**src/rtl/mips_fetch.sv**
```systemverilog
// Instruction-fetch stage: owns the PC, issues word reads to instruction memory and buffers
// {pc, inst} pairs in a small FIFO presented to decode over valid/ready.
module mips_fetch #(
  parameter logic [31:0] RESET_PC = 32'h0000_0000,
  parameter int unsigned DEPTH    = 2
) (
  input  logic        clk,
  input  logic        rst_n,
  output logic        mem_write,
  output logic [31:0] mem_wdata,
  output logic [31:0] mem_addr,
  input  logic [31:0] mem_rdata,
  input  logic        redirect_valid,
  input  logic [31:0] redirect_pc,
  output logic        inst_valid,
  input  logic        inst_ready,
  output logic [31:0] inst,
  output logic [31:0] inst_pc
);

  localparam int unsigned AW = $clog2(DEPTH);
  localparam int unsigned CW = AW + 1;

  logic [31:0]   pc_q;
  logic [31:0]   tag_q;
  logic          inflight_q;
  logic [CW-1:0] count_q;
  logic [AW-1:0] rd_ptr_q;
  logic [AW-1:0] wr_ptr_q;
  logic [31:0]   fifo_pc_q   [DEPTH];
  logic [31:0]   fifo_inst_q [DEPTH];

  logic          pop;
  logic          push;
  logic          issue;
  logic [CW:0]   occupancy;

  assign mem_write  = 1'b0;
  assign mem_wdata  = 32'h0;
  assign mem_addr   = {2'b00, pc_q[31:2]};

  assign inst_valid = (count_q != '0);
  assign inst       = fifo_inst_q[rd_ptr_q];
  assign inst_pc    = fifo_pc_q[rd_ptr_q];

  assign pop  = inst_valid & inst_ready;
  assign push = inflight_q;

  // Credit check: buffered plus in-flight entries, minus the slot freed this cycle,
  // must leave room so a response can never find the FIFO full.
  always_comb begin
    occupancy = (CW+1)'(count_q) + (CW+1)'(inflight_q) - (CW+1)'(pop);
    issue     = ~redirect_valid & (occupancy < (CW+1)'(DEPTH));
  end

  always_ff @(posedge clk) begin
    if (!rst_n) begin
      pc_q       <= RESET_PC & ~32'h3;
      tag_q      <= 32'h0;
      inflight_q <= 1'b0;
      count_q    <= '0;
      rd_ptr_q   <= '0;
      wr_ptr_q   <= '0;
      for (int i = 0; i < int'(DEPTH); i++) begin
        fifo_pc_q[i]   <= 32'h0;
        fifo_inst_q[i] <= 32'h0;
      end
    end else if (redirect_valid) begin
      // Flush buffered entries; the response in flight this cycle is dropped by not pushing.
      pc_q       <= redirect_pc & ~32'h3;
      inflight_q <= 1'b0;
      count_q    <= '0;
      rd_ptr_q   <= '0;
      wr_ptr_q   <= '0;
    end else begin
      if (issue) begin
        tag_q <= pc_q;
        pc_q  <= pc_q + 32'd4;
      end
      inflight_q <= issue;
      if (push) begin
        fifo_pc_q[wr_ptr_q]   <= tag_q;
        fifo_inst_q[wr_ptr_q] <= mem_rdata;
        wr_ptr_q              <= wr_ptr_q + AW'(1);
      end
      if (pop) begin
        rd_ptr_q <= rd_ptr_q + AW'(1);
      end
      if (push && !pop) begin
        count_q <= count_q + CW'(1);
      end else if (pop && !push) begin
        count_q <= count_q - CW'(1);
      end
    end
  end

endmodule
```
**config.mk**
```make
export PLATFORM = sky130hd
export DESIGN_NAME = mips_fetch
export DESIGN_NICKNAME = d
export VERILOG_FILES = /design/src/rtl/mips_fetch.sv
export SDC_FILE = /design/constraint.sdc
export NUM_CORES = 1
export LEC_CHECK = 0
export ABC_AREA = 0
export CAP_MARGIN = 10
export CORE_MARGIN = 3
export CORE_UTILIZATION = 46
export DETAILED_ROUTE_END_ITERATION = 6
export GPL_TIMING_DRIVEN = 0
export PLACE_DENSITY = 0.86
export SKIP_LAST_GASP = 1
export SLEW_MARGIN = 40
export SYNTH_ARGS = -nofsm -noshare
export SYNTH_HDL_FRONTEND = slang
export SYNTH_SLANG_ARGS = --single-unit
```
**constraint.sdc**
```tcl
create_clock -name clk -period 6.3 [get_ports clk]
set_input_delay 1.26 -clock clk [delete_from_list [all_inputs] [get_ports clk]]
set_output_delay 1.26 -clock clk [all_outputs]
set_load 0.05 [all_outputs]
```
==> Word-level counts from Yosys, hierarchy flattened <==
Memories as Yosys holds them, arrays and structs flattened. A register that Yosys moved wholly into a read port is not among the register bits.
Cells that the tools add are included.
{ "op_classes": {"add_sub_neg": 7, "muxes": 19, "reduce_logical": 11, "n_bitwise": 4, "order_cmp": 1} }
{ "ops": {"columns": ["op", "count"], "rows": [
  ["2-to-1 mux 32 bit", 4],
  ["OR reduction 32 bit", 2],
  ["adder 32 x 3 -> 32 bit (second input constant)", 1],
  ["2-to-1 mux 1 bit", 13],
  ["nonzero test 2 bit", 3],
  ["2-to-1 mux 2 bit", 2],
  ["adder 2 x 1 -> 3 bit", 1],
  ["< comparator 3 x 2 -> 1 bit (second input constant)", 1],
  ["subtractor 3 x 1 -> 3 bit", 1],
  ["adder 1 bit (second input constant)", 2],
  ["adder 2 x 1 -> 2 bit (second input constant)", 1],
  ["bitwise AND 1 bit", 2],
  ["logical AND 1 bit", 2],
  ["zero test 1 bit", 2],
  ["NOT 1 bit", 2],
  ["AND reduction 2 bit", 1],
  ["OR reduction 2 bit", 1],
  ["subtractor 2 x 1 -> 2 bit (second input constant)", 1]
]} }
{ "totals": {"register_bits": 69, "elab_cells": 51, "ramBits": 128, "out_inout_bits": 130, "input_bits": 68, "memories": 2} }
{ "memory_table": {"columns": ["name", "words", "word_bits", "read_ports", "rd_clocked_by_memory_dff", "wr", "line", "rtl"], "rows": [
  ["fifo_inst_q", 2, 32, 1, 1, 2, "31", "logic [31:0] fifo_inst_q [DEPTH];"],
  ["fifo_pc_q", 2, 32, 1, 1, 2, "30", "logic [31:0] fifo_pc_q [DEPTH];"]
]} }

==> Logic depth before layout (Yosys ltp) <==
Gate-level depths: netlist of run 1.
{ "logic_depth": {"ltp_word": 7, "mapped_depth": 13, "mapped_depth_nobuf": 10} }

==> Worst setup path after synthesis of run 1 <==
OpenSTA, ideal clock, no wires.
{ "synth_timing": {"kind": "input -> register", "start": "input port redirect_valid", "end": "memory fifo_inst_q[0][0], enable pin", "required_ps": 5733, "n_path_buf": 1, "setup_slack_ps": -278, "arrival_time_ps": 6010, "setup_time_ps": 567, "path_stages": 4, "path_cell_list": "clkbuf_1 nor2b_1 nand2_1 o21ai_0"} }
{ "synth_rtl": {"columns": ["item", "line", "rtl"], "rows": [
  ["start, declared", "13", "input logic redirect_valid,"],
  ["end, declared", "31", null]
]} }

==> Final worst setup path of run 1 <==
{ "layout_timing": {"start": "input port inst_ready", "end": "register pc_q[18]"} }
{ "layout_via": {"elab_chain_cells": 5} }
{ "layout_rtl": {"columns": ["item", "line", "rtl"], "rows": [
  ["start, declared", "16", "input logic inst_ready,"],
  ["bitwise AND 1 bit", "46", "assign pop = inst_valid & inst_ready;"],
  ["net pop", "33", "logic pop;"],
  ["subtractor 3 x 1 -> 3 bit", "52", "occupancy = (CW+1)'(count_q) + (CW+1)'(inflight_q) - (CW+1)'(pop);"],
  ["< comparator 3 x 2 -> 1 bit", "53", "issue = ~redirect_valid & (occupancy < (CW+1)'(DEPTH));"],
  ["bitwise AND 1 bit", "53", null],
  ["nonzero test 2 bit (no source line)", null, null],
  ["end signal, assigned", "58", "pc_q <= RESET_PC & ~32'h3;"],
  ["end signal, assigned", "70", "pc_q <= redirect_pc & ~32'h3;"],
  ["end signal, assigned", "78", "pc_q <= pc_q + 32'd4;"],
  ["end, declared", "24", "logic [31:0] pc_q;"]
]} }
The timed path passes the listed nets, and every way through them passes these cells.
A chain may end at the register's enable or synchronous reset.

==> flow_summary_export.csv, run 1 <==
group,metric,value,unit
run_status,status,"complete, no violations",
place,hpwl,15190,um
power_and_ir_drop,p_leak,4.356,nW
power_and_ir_drop,switching_share,0.2917,
final_layout,area_growth,30.66,%
power_and_ir_drop,pwr-share-comb,0.188,
synth,async_flop_share,0,
sta,hold_viol_final,0,
clock_network,post_cts_buffers,0,
run,maxCapViolCount,0,
floorplanning,die_width,144.6,um
final_layout,drive_gt1_frac,0.1449,
floorplanning,die-area,20900,um2
route,num_vias,6456,
power_and_ir_drop,p_switching,0.9093,mW
synth,ys.flop_type,"edfxtp_1",
synth,synthSimpleGateAreaFrac,0.1937,
power_and_ir_drop,p_int,2.208,mW
sta,relSlewSlack,0.5330,
sta,finalCritPeriodShare,0.6630,
clock_network,cts_buffers,17,
global_route,grt.overflow.total,0,
critical_path,worstSetupEndpointType,"flop",
critical_path,critical_path_class,"input pin to flop",
power_and_ir_drop,seqPwrFrac,0.465,
final_layout,stdcell_count,1235,
global_route,grt_pass1_wl,31870,um
clock_network,tritoncts,"built",
clock_network,path_clk_slew,70,ps
synth,netlist_instances,771,
clock_network,clockRootBuffer,"clkbuf_16",
global_route,grt_use_total,0.1955,
final_layout,layout.nets,1060,
sta,finClkSkew,8.634,ps
critical_path,crit_fanout,10,
sta,final.setup.tns,0,ps
clock_network,cts_hold_buffers,0,
route,vias_per_cell,5.228,
clock_network,insertion_delay,420,ps
global_route,antenna_found_initial,0,
synth,syn_area,8835,um2
floorplanning,num_rows,50,
sta,setup_viol_count_final,0,
synth,yosysUniqueCellTypes,47,
clock_network,cts-resized-gates,0,
critical_path,crit_required,6630,ps
power_and_ir_drop,cellPowerDensity,270.0,nW/um2
sta,rsz0062_at_grt,"false",
final_layout,fillers,1473,
synth,synth_top_family_by_area,"simple AND/OR/NAND/NOR gates",
place,place.gp.congestion,0.9131,
floorplanning,core_area,18770,um2
route,drt_wl_total,21010,um
synth,synth_fa_ha_area_frac,0.006515,
place,placed_area,10950,um2
global_route,grt_pass1_vias,6178,
final_layout,regArea,5045,um2
floorplanning,start_util,0.4707,
synth,synth-xor-area-share,0.01289,
synth,seq_area_frac_synth,0.5710,
critical_path,critPathLaunchType,"input pin",
route,drtIter0Drc,456,
critical_path,cp.arrival,4510,ps
route,drtAntennaViolNets,0,
floorplanning,die_h,144.6,um
global_route,grt_max_degree,34,
route,drcViolationCount,0,
sta,fmax,239.4,MHz
final_layout,final_cell_area,11540,um2
sta,hold_ws,474.2,ps
sta,slew_viol_final,0,
synth,synth_mux_area_frac,0.07903,
power_and_ir_drop,pwr-share-clk,0.347,
route,wire_per_inst,17.01,um
synth,synth_compound_area_frac,0.07945,
final_layout,antenna_cells,0,
route,dr.pass1.iters,5,
clock_network,cts.path.max_buffers,2,
hold_path,holdCritPathClass,"flop to flop",
synth,synth_area_per_cell,11.46,um2
power_and_ir_drop,vdd_drop_max,0.1920,mV
floorplanning,ios,198,
sta,tightest_slew,698.0,ps
synth,ys_seq_elements,190,
clock_network,clock_sinks,190,
synth,yosys_warnings,0,
place,dp.cells,1203,
place,io_buffers,157,
synth,synth_edf_count,124,
clock_network,htreeDepth,4,
sta,fin_crit,4177,ps
final_layout,multi_input_area,3441,um2
-- area by class of cell --
type,count,share of cell area
Tap cell,234,0.02536
Timing Repair Buffer,162,0.1442
Buffer,88,0.04130
Sequential cell,190,0.4370
Multi-Input combinational cell,522,0.2981
Clock buffer,20,0.04151
Clock inverter,12,0.01030
Inverter,7,0.002276
-- worst max-delay path, cell delays in order --
cell,delay (ps)
clkdlybuf4s50_1,470
nand2_1,110
inv_1,90
ha_1,220
nand2b_1,150
fa_1,490
clkbuf_1,310
and2_1,260
nand3_1,220
clkbuf_1,300
or3_1,400
a31oi_1,220
-- registers in the layout (all words and copies together) (netlist names), named ones only --
register and count:
count_q 2, fifo_inst_q 64, fifo_pc_q 60, inflight_q 1, pc_q 30, rd_ptr_q 1, tag_q 30, wr_ptr_q 1
-- logic make-up (layout without fill, tap and decap cells) --
group                    after synthesis  count (layout)
buffers and inverters                 95             289
flip-flops                           190             190
AO/OA/AOI/OAI                        101             101
other                                  1              37
AND/OR/NAND/NOR                      305             305
adder cells (fa/ha/maj)                4               4
XOR/XNOR                              13              13
multiplexers                          62              62
-- layout by cell type (no fill, tap or decap), types with 9 or more instances in the layout --
| master | n |
|---|---|
| conb_1 | 37 |
| dfxtp_1 | 66 |
| nand4_1 | 10 |
| nand2_1 | 77 |
| and2_1 | 127 |
| clkdlybuf4s50_1 | 157 |
| clkbuf_1 | 48 |
| nor2_1 | 12 |
| mux2_2 | 62 |
| buf_4 | 37 |
| a31oi_1 | 9 |
| nand3_1 | 15 |
| clkbuf_16 | 19 |
| a21boi_0 | 30 |
| o21ai_0 | 25 |
| edfxtp_1 | 124 |
| and3_1 | 10 |
-- synth_stat cells, types with 5 or more instances --
cell type,count,area share
a211oi_1,5,0.0042
nand3_1,15,0.0085
xor2_1,6,0.0059
a31oi_1,9,0.0064
or3_1,6,0.0042
nor2_1,12,0.0051
nand2b_1,9,0.0064
xnor2_1,7,0.0069
clkbuf_1,47,0.020
nor4_1,8,0.0057
nand4_1,10,0.0071
o31a_1,5,0.0050
nand2_1,77,0.033
and2_1,127,0.090
dfxtp_1,66,0.15
mux2_2,62,0.079
a21oi_1,6,0.0034
a21boi_0,30,0.025
and3_1,10,0.0071
or4_1,7,0.0059
inv_1,7,0.0030
o21ai_0,26,0.015
buf_4,37,0.031
edfxtp_1,124,0.42
-- worst paths after layout --
check | from | to | slack [ps] | depth (start not counted)
min | tag_q[25] | tag_q[25] | 470 | 2
min reg2reg | tag_q[25] | tag_q[25] | 470 | 2
max reg2reg | count_q[1] | pc_q[18] | 2650 | 12
max | inst_ready | pc_q[18] | 2120 | 12
-- power groups by stage --
stage          clock [mW]  sequential (mW)  combinational [mW]
5_1_grt              1.14             1.46               0.620
2_1_floorplan           0             1.51               0.345
6_report             1.08             1.45               0.585
3_5_place_dp            0             1.48               0.582
3_3_place_gp            0             1.48               0.565
4_1_cts              1.09             1.45               0.586
-- routing by layer --
metal  up-vias  track usage  part of all wire
met5         -            0                 0
met2       296       0.3338              0.50
met1      3044       0.2524              0.41
met4         0      0.06186             0.012
li1       3098            -                 -
met3        18      0.03671             0.082
-- per-stage QoR --
step / util / power, mW / setup slack (ps)
after floorplan: - / 1.858 / 1399
after global placement: 0.5773 / 2.042 / -643.0
after detailed placement: 0.5832 / 2.058 / 1849
after CTS: 0.6151 / 3.119 / 2172
after global routing: 0.6151 / 3.216 / 2027
final: 0.6151 / 3.117 / 2123
Power figures use the tool's default switching activity.
==> run 2, diff against run 1 <==
Clock period 6.3 ns to 3.4 ns, I/O delays scaled along.
==> run 2 against run 1 <==
  * Die area unchanged
  * Worst hold slack got worse by 0.67 ps
  * Final area about the same
  * Core utilization about the same
  * Clock skew fell by 0.62 ps
  * Wire length rose by 0.76%
  * Non-clock buffer count did not move
  * Global-route usage is 0.47 points higher
  * First-iteration DRC count shrank 11%
  * Total power grew 83%
  * Critical endpoint unchanged
  * Largest cell class unchanged
  * Largest power group unchanged
==> flow_summary_export.csv, run 2 (same netlist as run 1, synthesis figures left out) <==
group,metric,value,unit
critical_path,slowest_stage,"fa_2",
critical_path,worstSetupEndpointType,"flop",
critical_path,crit_fanout,10,
final_layout,antenna_cells,0,
final_layout,stdcell_count,1235,
clock_network,insertion_delay,430,ps
critical_path,crit_family,"simple AND/OR/NAND/NOR gates",
floorplanning,die-area,20900,um2
clock_network,htreeDepth,4,
route,drt_wl_total,21170,um
floorplanning,ios,198,
final_layout,regArea,5045,um2
place,preCtsSetupSlack,-436.0,ps
final_layout,fillers,1494,
route,num_vias,6496,
route,drtAntennaViolNets,0,
floorplanning,die_width,144.6,um
run,maxCapViolCount,0,
final_layout,layout.nets,1060,
sta,fmax,304.8,MHz
critical_path,cp.arrival,3640,ps
place,dp.cells,1203,
place,place.gp.congestion,0.9332,
global_route,antenna_found_initial,0,
route,vias_per_cell,5.260,
floorplanning,start_util,0.4707,
route,wire_per_inst,17.14,um
final_layout,reg_top3,"fifo_inst_q (64), fifo_pc_q (60)",
final_layout,fin_util,0.6148,
critical_path,critPathLaunchType,"flop",
sta,slew_viol_final,0,
power_and_ir_drop,cellPowerDensity,494.2,nW/um2
clock_network,clock_sinks,190,
critical_path,critical_path_class,"flop to flop",
route,drtIter0Drc,407,
critical_path,worstPathCellList,"or2_2 > nand2_1 > inv_1 > ha_1 > nand2b_1 > fa_2 > and2_1 > nand3_1 > clkbuf_2 > or3_1 > a31oi_1",
sta,finalCritPeriodShare,0.9651,
floorplanning,core_area,18770,um2
sta,finClkSkew,8.013,ps
clock_network,clockRootBuffer,"clkbuf_16",
power_and_ir_drop,total_power,5.702,mW
sta,hold_viol_final,0,
global_route,grt_max_degree,34,
power_and_ir_drop,vdd_drop_max,0.3773,mV
final_layout,largest_reg_flops,64,
sta,setup_viol_count_final,0,
floorplanning,num_rows,50,
global_route,grt_use_total,0.2003,
clock_network,tritoncts,"built",
place,hpwl,15190,um
route,dr.pass1.iters,4,
final_layout,layout_commonest_cell,"clkdlybuf4s50_1",
route,drcViolationCount,0,
final_layout,largest_register,"fifo_inst_q",
sta,fin_ws,118.6,ps
critical_path,cpPeakStageDelay,650,ps
global_route,grt.overflow.total,0,
clock_network,cts_buffers,17,
clock_network,cts.path.max_buffers,2,
clock_network,path_clk_slew,70,ps
critical_path,crit_buf_inv,2,
final_layout,final_cell_mix,"clkdlybuf4s50_1 (157), and2_1 (127), edfxtp_1 (124)",
place,io_buffers,157,
power_and_ir_drop,p_leak,4.382,nW
floorplanning,die_h,144.6,um
final_layout,multi_input_area,3443,um2
critical_path,crit_required,3760,ps
final_layout,drive_gt1_frac,0.1588,
clock_network,cts_hold_buffers,0,
hold_path,holdCritPathClass,"flop to flop",
final_layout,area_growth,30.61,%
global_route,grt_pass1_wl,32340,um
sta,tightest_slew,777.4,ps
sta,rsz0062_at_grt,"true",
sta,fin_crit,3281,ps
run_status,status,"complete, no violations",
sta,relSlewSlack,0.4798,
global_route,grt_pass1_vias,6217,
run 2: cell types whose count changed in the layout (fill, tap and decap cells not counted), moves of 2 or more:
cell and delta:
clkbuf_8 +2, clkbuf_1 -11, buf_1 -2, buf_4 +2
inv_4 -2, clkbuf_2 +8, inv_8 -2, buf_2 +2
clkinv_2 +2
run 2: area by class of cell:
type                            count  share of cell area
Sequential cell                   190              0.4372
Inverter                            7            0.002277
Buffer                             86             0.04207
Timing Repair Buffer              164              0.1444
Clock inverter                     10            0.006289
Clock buffer                       22             0.04392
Multi-Input combinational cell    522              0.2984
Tap cell                          234             0.02537
run 2: power breakdown:
part,switching [mW],internal (mW)
Clock,0.858,1.07
Combinational,0.689,0.395
Sequential,0.105,2.59
Total,1.65,4.05
run 2: path summary, 6_finish.rpt:
check	startpoint	slack [ps]	depth (start not counted)	to
setup reg to reg	count_q[1]	120	11	pc_q[18]
hold / removal	tag_q[27]	470	2	tag_q[27]
hold reg to reg	tag_q[27]	470	2	tag_q[27]
setup / recovery	count_q[1]	120	11	pc_q[18]
run 2: through the flow:
| stage | cell area [um2] | setup TNS, ps | hold slack, ps |
|---|---|---|---|
| finish | 11540 | 0 | 473.5 |
| global route | 11540 | -2.589 | 504.0 |
| detailed placement | 10930 | -20430 | 469.8 |
| CTS | 11510 | 0 | 479.4 |
| global placement | 10840 | -184700 | 457.6 |
| floorplan | 8974 | 0 | 447.3 |
run 2: what timing repair did:
action                                  4_1_cts  5_1_grt
resized for setup                             6       13
pin swaps                                     0        1
hold endpoints to repair                      0        0
buffers inserted                              0        2
endpoints found under the setup margin       71       54
run 2: worst min-delay path: stages, from the launching register on:
cell      delay (ps)
dfxtp_1          320
nand2_1           50
a21boi_0          60
run 2: metal layers:
metal / wire length [um] / vias up / GRT usage
li1: - / 3108 / -
met1: 8579 / 3087 / 0.2566
met2: 10610 / 275 / 0.3421
met3: 1632 / 26 / 0.04200
met4: 352 / 0 / 0.06136
met5: 0 / - / 0
